<file path="src/rtl/program_sequencer_pkg.sv">
// Shared types and defaults for the program sequencer slice.
package program_sequencer_pkg;

   typedef enum logic [2:0] {
      S_IDLE,
      S_FETCH,
      S_LOAD,
      S_ISSUE,
      S_WAIT_DONE,
      S_HALT
   } state_t;

   localparam logic [15:0] DEFAULT_HALT_WORD = 16'hFFFF;
   localparam int          DEFAULT_TIMEOUT   = 255;

   function automatic logic is_busy(input state_t s);
      return !(s == S_IDLE || s == S_HALT);
   endfunction

endpackage

</file>
<file path="src/rtl/program_sequencer_if.sv">
// Instruction-memory bus and control-unit handshake between sequencer and its peers.
interface program_sequencer_if #(
   parameter int ADDR_W = 8
);
   logic [ADDR_W-1:0] mem_addr;
   logic              mem_rd;
   logic [15:0]       mem_data;
   logic [15:0]       instruction;
   logic              run;
   logic              done;

   modport master (
      output mem_addr, mem_rd, instruction, run,
      input  mem_data, done
   );

   modport slave (
      input  mem_addr, mem_rd, instruction, run,
      output mem_data, done
   );
endinterface

</file>
<file path="src/rtl/seq_watchdog.sv">
// Per-instruction done watchdog: counts enabled cycles, flags the terminal-count cycle.
module seq_watchdog #(
   parameter int TIMEOUT = 255
) (
   input  logic clk,
   input  logic reset,
   input  logic clear,
   input  logic enable,
   output logic expired
);
   localparam int CW = (TIMEOUT > 1) ? $clog2(TIMEOUT) : 1;

   logic [CW-1:0] count;

   // NOTE: sequential state is written with non-blocking assignments only.
   always_ff @(posedge clk or posedge reset) begin
      if (reset)                   count <= '0;
      else if (clear)              count <= '0;
      else if (enable && !expired) count <= count + CW'(1);
   end

   // High during the TIMEOUT-th enabled cycle, so the caller acts on that edge.
   assign expired = enable && (count == CW'(TIMEOUT - 1));

endmodule

</file>
<file path="src/rtl/program_sequencer.sv">
// Fetches 16-bit instructions, issues each to the control unit and waits for done.
module program_sequencer
   import program_sequencer_pkg::*;
#(
   parameter int          ADDR_W    = 8,
   parameter int          TIMEOUT   = DEFAULT_TIMEOUT,
   parameter logic [15:0] HALT_WORD = DEFAULT_HALT_WORD
) (
   input  logic                clk,
   input  logic                reset,
   input  logic                start,
   program_sequencer_if.master bus,
   output logic [ADDR_W-1:0]   pc,
   output logic                busy,
   output logic                halted,
   output logic                timeout_err
);

   state_t            state, state_n;
   logic [ADDR_W-1:0] pc_n;
   logic [15:0]       instr_n;
   logic              err_n;
   logic              wd_expired;

   seq_watchdog #(.TIMEOUT(TIMEOUT)) u_watchdog (
      .clk     (clk),
      .reset   (reset),
      .clear   (state == S_ISSUE),
      .enable  (state == S_WAIT_DONE),
      .expired (wd_expired)
   );

   assign bus.mem_addr = pc;

   // NOTE: every variable gets a default first, so no path can infer a latch.
   always_comb begin
      state_n = state;
      pc_n    = pc;
      instr_n = bus.instruction;
      err_n   = timeout_err;
      case (state)
         S_IDLE, S_HALT: begin
            if (start) begin
               state_n = S_FETCH;
               pc_n    = '0;
               err_n   = 1'b0;
            end
         end
         S_FETCH: state_n = S_LOAD;
         S_LOAD: begin
            instr_n = bus.mem_data;
            state_n = (bus.mem_data == HALT_WORD) ? S_HALT : S_ISSUE;
         end
         S_ISSUE: state_n = S_WAIT_DONE;
         S_WAIT_DONE: begin
            // done beats a simultaneous watchdog expiry
            if (bus.done) begin
               state_n = S_FETCH;
               pc_n    = pc + ADDR_W'(1);
            end else if (wd_expired) begin
               state_n = S_HALT;
               err_n   = 1'b1;
            end
         end
         default: state_n = S_IDLE;
      endcase
   end

   // Outputs are registered from the next state so they line up with it.
   always_ff @(posedge clk or posedge reset) begin
      if (reset) begin
         state           <= S_IDLE;
         pc              <= '0;
         bus.instruction <= '0;
         bus.run         <= 1'b0;
         bus.mem_rd      <= 1'b0;
         busy            <= 1'b0;
         halted          <= 1'b0;
         timeout_err     <= 1'b0;
      end else begin
         state           <= state_n;
         pc              <= pc_n;
         bus.instruction <= instr_n;
         bus.run         <= (state_n == S_ISSUE) || (state_n == S_WAIT_DONE);
         bus.mem_rd      <= (state_n == S_FETCH);
         busy            <= is_busy(state_n);
         halted          <= (state_n == S_HALT);
         timeout_err     <= err_n;
      end
   end

endmodule

</file>
<file path="src/flat_wrapper.sv">
// flat-port wrapper written by rule: the top's interface ports become plain ports
module program_sequencer_flat import program_sequencer_pkg::*;
#(
   parameter int          ADDR_W    = 8,
   parameter int          TIMEOUT   = DEFAULT_TIMEOUT,
   parameter logic [15:0] HALT_WORD = DEFAULT_HALT_WORD
)
  (clk, reset, start, pc, busy, halted, timeout_err, bus_mem_addr, bus_mem_rd, bus_instruction, bus_run, bus_mem_data, bus_done);
  program_sequencer_if #(.ADDR_W(ADDR_W)) bus_i ();
  input  logic clk;
  input  logic reset;
  input  logic start;
  output logic [ADDR_W-1:0] pc;
  output logic busy;
  output logic halted;
  output logic timeout_err;
  output wire logic [$bits(bus_i.mem_addr)-1:0] bus_mem_addr;
  output wire logic [$bits(bus_i.mem_rd)-1:0] bus_mem_rd;
  output wire logic [$bits(bus_i.instruction)-1:0] bus_instruction;
  output wire logic [$bits(bus_i.run)-1:0] bus_run;
  input wire logic [$bits(bus_i.mem_data)-1:0] bus_mem_data;
  input wire logic [$bits(bus_i.done)-1:0] bus_done;
  assign bus_mem_addr = bus_i.mem_addr;
  assign bus_mem_rd = bus_i.mem_rd;
  assign bus_instruction = bus_i.instruction;
  assign bus_run = bus_i.run;
  assign bus_i.mem_data = bus_mem_data;
  assign bus_i.done = bus_done;
  program_sequencer #(.ADDR_W(ADDR_W), .TIMEOUT(TIMEOUT), .HALT_WORD(HALT_WORD)) u_core (.clk(clk), .reset(reset), .start(start), .bus(bus_i), .pc(pc), .busy(busy), .halted(halted), .timeout_err(timeout_err));
endmodule
</file>
<file path="config.mk">
export PLATFORM = sky130hd
export DESIGN_NAME = program_sequencer_flat
export DESIGN_NICKNAME = d
export VERILOG_FILES = /design/src/rtl/program_sequencer_pkg.sv /design/src/rtl/program_sequencer_if.sv /design/src/rtl/seq_watchdog.sv /design/src/rtl/program_sequencer.sv /design/src/flat_wrapper.sv
export SDC_FILE = /design/constraint.sdc
export NUM_CORES = 1
export LEC_CHECK = 0
export ABC_AREA = 0
export BUFFER_PORTS_ARGS = -buffer_cell sky130_fd_sc_hd__buf_2
export CAP_MARGIN = 15
export CORE_ASPECT_RATIO = 1.1
export CORE_MARGIN = 2
export CORE_UTILIZATION = 55
export CTS_BUF_LIST = sky130_fd_sc_hd__clkbuf_16
export DETAILED_ROUTE_END_ITERATION = 16
export PLACE_DENSITY_LB_ADDON = 0.12
export SKIP_CTS_REPAIR_TIMING = 1
export SYNTH_ARGS = -nofsm -noshare
export SYNTH_HDL_FRONTEND = slang
export SYNTH_SLANG_ARGS = --single-unit
</file>
<file path="constraint.sdc">
create_clock -name clk -period 4.31 [get_ports clk]
set_clock_uncertainty 0.1 [all_clocks]
set_input_delay 0.431 -clock clk [delete_from_list [all_inputs] [get_ports clk]]
set_output_delay 0.431 -clock clk [all_outputs]
set_load 0.02 [all_outputs]
</file>
==> results.md <==
- Status: finished clean
- Post-Syn Area per Cell: 11.15 µm²
- Register area share after synthesis: 0.5102
- Slowest stage delay, CP: 0.62 ns
- Io pins: 57
- Nets: 251
- Largest net degree at the start of global routing: 41
- Post-synth EDFFs: 0
- Post-route DRC: 0
- Core Area: 3386 µm²
- Max_cap viols: 0
- Slew headroom: 0.4877
- Fin Setup TNS: 0 ns
- Slew Limit Fails: 0
- Chip width: 60.95 µm
- Fill cells: 266
- Synthesized instance count: 176
- Slowest-stage cell, CP: nor2_2
- Slew @ Worst Pin: 0.7676 ns
- Synth area leader: dfrtp_1
- Chip Height: 66.64 µm
- HPWL Detailed: 2.856 mm
- Leak: 0.001128 µW
- Worst hold margin: 0.1651 ns
- WS Path Type: flop to flop
- Hold crit path type: primary input to async pin
- Commonest cells after routing, fill and taps aside: buf_2 (56), dfrtp_1 (40), mux2_2 (15), nand2_1 (11), nor2_1 (10)
- Post-route clock period utilization: 0.4709
- DIE AREA: 4061 µm²
- Final worst slack: 2.280 ns
- Deepest clock path buffer count: 2
- Ratio of cells with drive above 1 in the final layout: 0.3886
- Setup WS pre-CTS: 2.295 ns
- CTS Buf Count: 5
- Fin area: 2372 µm²
- Most common cell after layout, fill and taps aside: buf_2
- Drt wl/cell: 14.19 µm
- H-tree Lvls: 2
- Synth top area share: 0.5102
- Worst-path clk slew: 0.06 ns
- Root Driver: clkbuf_16
- Global-route wire length before repair: 6.603 mm
- Clk_lat worst skew: 0.27 ns
- Max Freq: 492.7 MHz
- Number of global-route vias before repair: 1450
- Syn_nets: 199
- Final hold violation count: 0
- Pwr Total: 1559 µW
- Crit path max-delay family: simple AND/OR/NAND/NOR gates
- Via count: 1514
- CTS tree: built
- Initial antenna violation count: 0
- CP Capture Type: flop
- N_diodes: 0
- Worst endpoint data arrival time: 2.09 ns
- Initial cell density of the core: 0.5795
- Async SR Flop Fraction: 1.000
- RSZ-0062 raised after global routing: no
- Overflow after GRT: 0
- Synthesis-stage register bit count: 40
- YS warnings: 0
- Sink Count: 40
- Final setup fails: 0
- Power per Cell Area: 657.3 nW/µm²
- IO buf count: 56
- First-pass DRT Iterations: 4
- Cell area after synthesis: 1962 µm²
- Vias/cell: 5.466
- Crit path launch type: flop
- Min Tclk post-route: 2.030 ns
- WP buf/inv: 0
- Post-Place Cell Area: 2228 µm²
- Top cells by area, synth: dfrtp_1 (51%), mux2_2 (8.6%), buf_4 (3.4%)
- CP Cell Sequence: nand2b_1, nor2_2, mux2_2
- Routability-driven placement congestion ratio: 0.8119
- Post-Route WL: 3.931 mm
- ANT nets after route: 0
- CP max FO: 17
- Row count: 22
- GRT Resource Usage Total: 0.2226
- Ys flop type: dfrtp_1
- Synthesis-to-layout area growth: 20.92%
- Post-synth cell types: 46
- DRT iter0 DRCs: 85
- WP data required: 4.37 ns
- Worst ir drop on vdd: 0.5213 mV
==> logic make-up (layout without fill, tap and decap cells) <==
| logic type | count (synthesis) | count (layout) | share of synthesized area |
|---|---|---|---|
| adder cells (fa/ha/maj) | 3 | 3 | 0.01913 |
| buffers and inverters | 19 | 72 | 0.05485 |
| multiplexers | 17 | 17 | 0.09694 |
| XOR/XNOR | 3 | 3 | 0.01340 |
| AND/OR/NAND/NOR | 62 | 62 | 0.1881 |
| flip-flops | 40 | 40 | 0.5102 |
| AO/OA/AOI/OAI | 32 | 32 | 0.1174 |
==> synth_stat cells (2+ instances only) <==
cell	n
nor3_1	5
o211ai_1	5
ha_1	3
nor2_2	3
o21a_1	2
a31oi_1	3
and2_1	2
nand2_1	11
a21oi_1	7
xnor2_1	2
nor2b_1	3
nand2b_1	3
dfrtp_1	40
nand4_1	4
nor2_1	10
buf_2	2
nand3_1	8
mux2_2	15
or4_1	3
o21ai_0	4
and3_1	2
inv_1	7
buf_4	9
==> sequential cells by signal, summed over array words and instances, names as in the netlist <==
signal / cells
u_core.busy: 1
u_core.state: 3
u_core.bus.mem_rd: 1
u_core.bus.mem_addr: 8
u_core.bus.instruction: 16
u_core.halted: 1
u_core.bus.run: 1
u_core.u_watchdog.count: 8
u_core.timeout_err: 1
==> worst reg2reg max path, cell delays in order (launching register included) <==
cell and delay [ns]:
dfrtp_1 0.52, nand2b_1 0.26, nor2_2 0.62, mux2_2 0.43
==> routing by layer <==
metal,track usage,part of all wire,vias to the layer above
met3,0.05049,0.052,4
met4,0.08967,0.014,0
met5,0,0,-
met2,0.3844,0.51,53
li1,-,-,740
met1,0.2620,0.43,717
==> through the flow <==
stage,instances,utilization
6_report,277,0.7007
5_1_grt,277,0.7007
4_1_cts,277,0.7007
3_5_place_dp,269,0.6582
3_3_place_gp,269,0.6582
2_1_floorplan,176,-
==> area by class of cell <==
class                           count  area (µm²)  share of cell area
Timing Repair Buffer               57       287.8              0.1213
Clock inverter                      3       18.77            0.007911
Inverter                            7       26.28             0.01108
Sequential cell                    40        1001              0.4219
Tap cell                           48       60.06             0.02532
Multi-Input combinational cell    117       853.3              0.3597
Clock buffer                        5       125.1             0.05274
==> report_power, final <==
part	switching, µW	internal [µW]	total, µW	leakage, µW
sequential	107	499	606	0.000512
clock	138	212	350	0.0000635
combinational	344	260	604	0.000553
total	588	971	1560	0.00113
==> worst paths after layout <==
path	from	to	slack [ns]	cells past startpoint
setup / recovery	u_core.state[2]	u_core.bus.instruction[2]	2.28	3
hold / removal	reset	u_core.bus.instruction[3]	0.17	3
setup reg to reg	u_core.state[2]	u_core.bus.instruction[2]	2.28	3
hold reg to reg	u_core.bus.instruction[15]	u_core.bus.instruction[15]	0.40	1
max in group asynchronous	reset	u_core.u_watchdog.count[1]	3.59	3
min in group clk	bus_mem_data[6]	u_core.bus.instruction[6]	0.30	2
Note: power is estimated with default switching activity, not from simulation.
